### config.mk
export PLATFORM = sky130hd
export DESIGN_NAME = mem_arbiter
export DESIGN_NICKNAME = d
export VERILOG_FILES = /design/src/rtl/mem_arbiter.sv
export SDC_FILE = /design/constraint.sdc
export NUM_CORES = 1
export LEC_CHECK = 0
export ABC_AREA = 1
export BUFFER_PORTS_ARGS = -buffer_cell sky130_fd_sc_hd__buf_2
export CELL_PAD_IN_SITES_DETAIL_PLACEMENT = 1
export CELL_PAD_IN_SITES_GLOBAL_PLACEMENT = 2
export CORE_ASPECT_RATIO = 1.4
export CORE_MARGIN = 2
export CORE_UTILIZATION = 28
export CTS_CLUSTER_DIAMETER = 50
export DETAILED_ROUTE_END_ITERATION = 6
export PLACE_DENSITY = 0.91
export SLEW_MARGIN = 20
export SYNTH_ARGS = -nofsm -noshare
export SYNTH_HDL_FRONTEND = slang
export SYNTH_SLANG_ARGS = --single-unit
### constraint.sdc
create_clock -name clk -period 5 [get_ports clk]
set_input_delay 0.25 -clock clk [delete_from_list [all_inputs] [get_ports clk]]
set_output_delay 0.25 -clock clk [all_outputs]
set_load 0.1 [all_outputs]
### src/rtl/mem_arbiter.sv
// Two-port round-robin arbiter in front of a single-request main memory.
// One transaction is in flight at a time; every output is registered.
module mem_arbiter #(
    parameter int unsigned ADDR_W = 16,
    parameter int unsigned DATA_W = 32
) (
    input  logic              clk,
    input  logic              rst,
    // Port 0
    input  logic              m0_req,
    input  logic              m0_we,
    input  logic [ADDR_W-1:0] m0_addr,
    input  logic [DATA_W-1:0] m0_wdata,
    output logic              m0_gnt,
    output logic              m0_done,
    output logic [DATA_W-1:0] m0_rdata,
    // Port 1
    input  logic              m1_req,
    input  logic              m1_we,
    input  logic [ADDR_W-1:0] m1_addr,
    input  logic [DATA_W-1:0] m1_wdata,
    output logic              m1_gnt,
    output logic              m1_done,
    output logic [DATA_W-1:0] m1_rdata,
    // Main memory
    output logic              mem_req,
    output logic              mem_we,
    output logic [ADDR_W-1:0] mem_addr,
    output logic [DATA_W-1:0] mem_wdata,
    input  logic              mem_ready,
    input  logic              mem_done,
    input  logic [DATA_W-1:0] mem_rdata
);

    typedef enum logic [1:0] {StIdle, StIssue, StWait, StDone} state_e;

    state_e state_q, state_d;

    // last_grant: 1 means port 1 was served most recently
    logic last_grant_q, last_grant_d;
    // owner: port currently holding the memory (1 = port 1)
    logic owner_q, owner_d;

    logic              m0_gnt_d, m1_gnt_d;
    logic              m0_done_d, m1_done_d;
    logic [DATA_W-1:0] m0_rdata_d, m1_rdata_d;
    logic              mem_req_d, mem_we_d;
    logic [ADDR_W-1:0] mem_addr_d;
    logic [DATA_W-1:0] mem_wdata_d;

    // Round-robin pick: a lone requester wins; on contention the port not served last wins
    logic win;
    assign win = (m0_req && m1_req) ? ~last_grant_q : m1_req;

    // State register and registered outputs
    always_ff @(posedge clk or posedge rst) begin
        if (rst) begin
            state_q      <= StIdle;
            last_grant_q <= 1'b1;
            owner_q      <= 1'b0;
            m0_gnt       <= 1'b0;
            m1_gnt       <= 1'b0;
            m0_done      <= 1'b0;
            m1_done      <= 1'b0;
            m0_rdata     <= '0;
            m1_rdata     <= '0;
            mem_req      <= 1'b0;
            mem_we       <= 1'b0;
            mem_addr     <= '0;
            mem_wdata    <= '0;
        end else begin
            state_q      <= state_d;
            last_grant_q <= last_grant_d;
            owner_q      <= owner_d;
            m0_gnt       <= m0_gnt_d;
            m1_gnt       <= m1_gnt_d;
            m0_done      <= m0_done_d;
            m1_done      <= m1_done_d;
            m0_rdata     <= m0_rdata_d;
            m1_rdata     <= m1_rdata_d;
            mem_req      <= mem_req_d;
            mem_we       <= mem_we_d;
            mem_addr     <= mem_addr_d;
            mem_wdata    <= mem_wdata_d;
        end
    end

    // Next-state logic
    always_comb begin
        state_d = state_q;
        unique case (state_q)
            StIdle:  if (m0_req || m1_req) state_d = StIssue;
            StIssue: if (mem_ready)        state_d = StWait;
            StWait:  if (mem_done)         state_d = StDone;
            StDone:                        state_d = StIdle;
            default:                       state_d = StIdle;
        endcase
    end

    // Next values of the registered outputs and bookkeeping
    always_comb begin
        last_grant_d = last_grant_q;
        owner_d      = owner_q;
        m0_gnt_d     = m0_gnt;
        m1_gnt_d     = m1_gnt;
        m0_done_d    = m0_done;
        m1_done_d    = m1_done;
        m0_rdata_d   = m0_rdata;
        m1_rdata_d   = m1_rdata;
        mem_req_d    = mem_req;
        // Command fields hold from the grant through DONE; memory samples them at completion
        mem_we_d     = mem_we;
        mem_addr_d   = mem_addr;
        mem_wdata_d  = mem_wdata;
        unique case (state_q)
            StIdle: begin
                if (m0_req || m1_req) begin
                    owner_d     = win;
                    mem_req_d   = 1'b1;
                    m0_gnt_d    = ~win;
                    m1_gnt_d    = win;
                    mem_we_d    = win ? m1_we    : m0_we;
                    mem_addr_d  = win ? m1_addr  : m0_addr;
                    mem_wdata_d = win ? m1_wdata : m0_wdata;
                end
            end
            StIssue: begin
                if (mem_ready) mem_req_d = 1'b0;
            end
            StWait: begin
                if (mem_done) begin
                    if (owner_q) begin
                        m1_done_d = 1'b1;
                        if (!mem_we) m1_rdata_d = mem_rdata;
                    end else begin
                        m0_done_d = 1'b1;
                        if (!mem_we) m0_rdata_d = mem_rdata;
                    end
                end
            end
            StDone: begin
                m0_done_d    = 1'b0;
                m1_done_d    = 1'b0;
                m0_gnt_d     = 1'b0;
                m1_gnt_d     = 1'b0;
                last_grant_d = owner_q;
            end
            default: ;
        endcase
    end

endmodule

==> metrics.txt, run 1 <==
core area=approximately 0.02 mm2; yosys warns=0; Die ar.=0.0216 mm2; Hold Fails Final Rpt=0; post-CTS resize count=0; initial antenna violation count=2; RSZ-0062 raised after global routing=no; post-route design area=approximately 0.0077 mm2; share of cells above drive strength 1=between 30% and 40%; Routed WL=between 15,000 and 20,000 um; Max Cap Viol=0; Worst Hold Slack=between 0.03 and 0.04 ns; CTS tree=built; Worst Path Max Fanout=slightly above 50; CP arrival=about 2.6 ns; Synth Area in Simple Gates=around 29%; fin util=approximately two fifths; dpl hpwl=approximately 12,000 um; Routability Congestion=slightly below 0.8; htree depth=4; DRC Markers=0; Critical-path top delay cell=nand2_4; clock sink total=122; Die Span Y=approximately 170 um; Syn Inst Count=approximately 680; TritonRoute pass-1 iters=7; Synth Area in Compound Gates=under 10%; Fin Clk Skew=0.00879 ns; Syn Area/Cell=between 8 and 9 um2; post-synthesis sequential area ratio=53.5%; global-route wire length before repair=between 20,000 and 30,000 um; CTS hold repair buffers=0; TritonCTS Buffers=17; period utilization=between 40 and 50%; most frequent CP cell=nand2_1; worst rel slew slack=30.8%; largest family of logic cells by synthesized area=simple AND/OR/NAND/NOR gates; post-CTS setup buffer count=0; FMAX=roughly 0.44 GHz; Worst Tran Pin Value=between 1 and 1.5 ns; Worst setup EP type=register; buffer depth of the longest clock path=2; Nets=approximately 1.1k; Netlist cell types=23; grt ovf=0; Final TNS setup=0 ns; Starting Density=~29%; GRT Overall Usage=roughly 17%; synthesis-to-layout area growth=34.6%; Vias=between 5k and 6k; syn_nets=roughly 800; most frequent cells in the layout=253 x buf_2, 234 x nand2_1, 121 x dfrtp_1, 92 x inv_1; io pins=approximately 250; CP Launch Type=register; Area after DPL=0.00711 mm2; Via density=between 4 and 5; Iteration-0 DRC Markers=slightly above 200; clk root buf=clkbuf_16; Buffers on Ports=~250; Clock Latency Late Sink=roughly 0.41 ns; slowest stage delay, CP=roughly 0.78 ns; DR WL/cell=between 10 and 15 um; Finish-stage setup viols=0; Worst EP required=~5.3 ns; post-synthesis register bit count=122; Post-Synth Adder-Cell Area=1.31%; commonest non-fill, non-tap cell in the layout=buf_2; Final ANT Viol Nets=0; critical path class=register to register; synthesized area=between 0.005 and 0.006 mm2; max-slew violations=0; mux contribution to synthesized area=0%; num rows=61; crit path time final=~2.3 ns; Die W=125 um; crit-path cells=nand2_2, nand2_4, nand2_1, nand3_1, nand2_1; XOR/XNOR share of the synthesized area=0%; status=completed; largest net degree at the start of global routing=68; number of global-route vias before repair=between 5k and 6k; HP Class=input pin to asynchronous set/reset pin; clock-pin slew on the worst setup and hold paths=0.06 ns
cell families after synthesis:
group | count (synthesis)
compound gates | 68
fa+ha+maj | 6
buf+inv | 132
flops | 122
simple gates | 350
metrics by stage:
| stage | instances | setup slack (ns) |
|---|---|---|
| 2_1_floorplan | 678 | 1.51 |
| 3_3_place_gp | 1149 | 2.31 |
| 3_5_place_dp | 1149 | 2.33 |
| 4_1_cts | 1181 | 2.38 |
| 5_1_grt | 1182 | 2.44 |
| 6_report | 1182 | 2.70 |
worst paths after layout:
kind,start,to,slack (ns),cells after the start
max,last_grant_q,mem_wdata[28],2.70,5
min,rst,mem_wdata[16],0.04,2
max reg2reg,last_grant_q,mem_wdata[28],2.70,5
min reg2reg,mem_addr[5],mem_addr[5],0.48,2
max in group asynchronous,rst,m1_rdata[10],3.68,3
min in group clk,mem_rdata[3],m0_rdata[3],0.10,3
worst max-delay path: cells and delay by family (launching register included):
| family | cells | cell delay [ns] |
|---|---|---|
| simple gates | 5 | 1.64 |
| flops | 1 | 0.53 |
layer usage:
metal / GRT usage (%) / vias to the layer above / part of all wire (%)
met4: 4.82 / 2 / 1.8
met2: 30.6 / 167 / 52
li1: - / 2586 / -
met3: 4.98 / 20 / 6.1
met1: 18.4 / 2526 / 40
met5: 0 / - / 0.090
cell usage after synthesis (all sizes together):
cell | count | area (um2)
nand2 | 236 | 891
dfrtp | 121 | 3030
inv | 94 | 353
o21ai | 68 | 352
nand3 | 56 | 315
nand3b | 49 | 368
buf | 24 | 165
clkbuf | 14 | 55.1
ha | 6 | 75.1
nand4 | 5 | 61.3
nor2 | 4 | 22.5
dfstp | 1 | 26.3
state kept, by name, indices dropped and copies added (netlist names):
register      count
mem_we            1
state_q           2
last_grant_q      1
m0_rdata         32
owner_q           1
mem_wdata        32
mem_addr         16
m1_gnt            1
m0_done           1
mem_req           1
m0_gnt            1
m1_done           1
m1_rdata         32
area by class of cell:
class,instances,area (um2)
repair buffers,257,1300
multi-input cells,424,2090
fillers,2488,12200
flip-flops and latches,122,3050
clock inverters,13,120
well taps,252,315
clock buffers,19,453
inverters,94,355
diodes,1,2.50
Power of run 1 is not shown: default switching activity piles up to over one toggle a cycle in this logic, so the estimate is an artifact.
==> inputs of run 2 (changes only) <==
--- a/config.mk
+++ b/config.mk
@@ -11,10 +11,10 @@
 export CELL_PAD_IN_SITES_GLOBAL_PLACEMENT = 2
 export CORE_ASPECT_RATIO = 1.4
 export CORE_MARGIN = 2
-export CORE_UTILIZATION = 28
+export CORE_UTILIZATION = 23
 export CTS_CLUSTER_DIAMETER = 50
 export DETAILED_ROUTE_END_ITERATION = 6
-export PLACE_DENSITY = 0.91
+export PLACE_DENSITY = 0.81
 export SLEW_MARGIN = 20
 export SYNTH_ARGS = -nofsm -noshare
 export SYNTH_HDL_FRONTEND = slang
==> constraint.sdc (replaced) <==
create_clock -name clk -period 1.9 [get_ports clk]
set_input_delay 0.095 -clock clk [delete_from_list [all_inputs] [get_ports clk]]
set_output_delay 0.095 -clock clk [all_outputs]
set_load 0.1 [all_outputs]
==> run 2 against run 1 <==
Effect of this change:
- setup slack got worse by 2.4 ns
- via count rose by 11%
- design area rose by 20%
- register-to-register slack got worse by 2.4 ns
- flip-flop and latch count did not move
- sequential share of layout area fell by 6.5 points
- non-clock buffer count rose by 130
- global-route usage fell by 0.14 points
- critical endpoint is now mem_addr[11]
- count of clock-buffer cells in the layout rose by 5
- hold slack got worse by 0.024 ns
- critical path depth rose by 2
==> metrics.txt, run 2 (synthesis gave the netlist of run 1 again) <==
status=completed; Die ar.=0.0261 mm2; grt ovf=0; Worst EP required=between 2 and 2.5 ns; Min-Delay Endpoint=mem_wdata[11]; io pins=~250; FF-to-FF Start=state_q[0]; hold path startpoint=m1_wdata[11]; Iteration-0 DRC Markers=110; htree depth=4; Hold Crit Depth=4; TritonCTS Buffers=17; worst rel slew slack=about 61%; clk root buf=clkbuf_16; TritonRoute pass-1 iters=4; Via density=between 4 and 5; Final ANT Viol Nets=0; buffer depth of the longest clock path=2; Routability Congestion=approximately 0.74; Fin Clk Skew=~0.0071 ns; share of cells above drive strength 1=29.4%; Routed WL=21,100 um; critical path class=register to register; global-route wire length before repair=33,400 um; HP Class=input pin to register; biggest regs=m0_rdata (32), m1_rdata (32), mem_wdata (32); max-slew violations=0; synthesis-to-layout area growth=60.9%; Starting Density=a little under a quarter; Buffers on Ports=253; FMAX=slightly above 0.6 GHz; DRC Markers=0; R2R cell count=7; clock sink total=around 120; Die W=roughly 140 um; CP arrival=~2.0 ns; Vias=5,886; CTS tree=built; Hold Fails Final Rpt=0; commonest non-fill, non-tap cell in the layout=buf_2; slowest stage delay, CP=0.41 ns; Critical-path top delay cell=dfrtp_1; crit-path cells=inv_1, ha_1, inv_2, nor2_4, buf_12, nand3_1, nand2_1; largest net degree at the start of global routing=69; GRT Overall Usage=16.5%; Worst Path Max Fanout=27; initial antenna violation count=2; Max Cap Viol=0; number of global-route vias before repair=between 6k and 7k; endpoint of the most critical register-to-register path=mem_addr[11]; Die Span Y=190 um; core area=approximately 0.025 mm2; clock-pin slew on the worst setup and hold paths=roughly 0.06 ns; dpl hpwl=between 10,000 and 15,000 um; most frequent cells in the layout=253 x buf_2, 234 x nand2_1, 121 x dlygate4sd3_1, 121 x dfrtp_1, 92 x inv_1; Nets=1,188; DR WL/cell=between 15 and 20 um; Worst Hold Slack=between 0.01 and 0.015 ns; RSZ-0062 raised after global routing=no; crit path time final=roughly 1.6 ns; R2R Setup Slk=approximately 0.28 ns; num rows=around 70; Clock Latency Late Sink=0.42 ns; Worst setup EP type=register; post-CTS setup buffer count=0; CP Launch Type=register; Layout fillers=about 3.0k; period utilization=85.3%; Finish-stage setup viols=0; Worst Tran Pin Value=just under 0.6 ns; Final TNS setup=0 ns
run 2: cell count changes in the layout (fill, tap and decap cells not counted), sizes merged, moves of 3 or more:
cell,previous run,this run
inv,96,93
clkbuf,19,24
buf,257,266
dlygate4sd3,0,121
run 2: how the worst max path moves through the flow:
stage / start / cells past startpoint / slack [ns] / endpoint
6_report: state_q[0] / 7 / 0.28 / mem_addr[11]
3_5_place_dp: state_q[0] / 7 / 0.30 / mem_wdata[18]
2_1_floorplan: mem_we / 5 / 0.06 / m1_rdata[8]
4_1_cts: state_q[0] / 7 / 0.28 / mem_wdata[18]
3_3_place_gp: state_q[0] / 7 / 0.36 / mem_addr[9]
5_1_grt: state_q[0] / 7 / 0.16 / mem_wdata[31]
run 2: what timing repair did:
| action | 4_1_cts | 5_1_grt |
|---|---|---|
| hold buffers | 121 | 0 |
| gates resized for setup | 0 | 0 |
| endpoints found under the hold margin | 233 | 0 |
| endpoints found under the setup margin | 0 | 0 |
run 2: critical path, delay by kind of cell, from the launching register on:
kind / cells / cell delay, ns
AND/OR/NAND/NOR: 3 / 0.39
buffers and inverters: 3 / 0.44
flip-flops: 1 / 0.41
adder cells (fa/ha/maj): 1 / 0.31
run 2: metrics by stage:
| stage | utilization [%] | std cells | area [um2] | worst slack, ns |
|---|---|---|---|---|
| after global placement | 30.1 | 1221 | 7370 | 0.362 |
| final | 37.5 | 1377 | 9190 | 0.279 |
| after global routing | 37.5 | 1375 | 9190 | 0.160 |
| after detailed placement | 30.1 | 1221 | 7370 | 0.296 |
| after CTS | 37.5 | 1374 | 9180 | 0.278 |
| after floorplan | - | 678 | 5720 | 0.0574 |
run 2: final cells by class:
type	instances	area, um2	area share, %
sequential	122	3050	33.2
timing repair buffer	387	2690	29.2
multi-input combinational	424	2080	22.7
clock buffer	24	492	5.35
tap	315	394	4.29
inverter	94	357	3.88
clock inverter	8	115	1.25
antenna	3	7.51	0.0817
run 2: metal layers:
layer	vias up	track usage [%]	part of all wire, %
li1	2849	-	-
met1	2813	17.6	39
met2	186	30.0	52
met3	36	5.10	6.3
met4	2	6.46	2.6
met5	-	0	0.061
Power of run 2 is left out for the same reason.
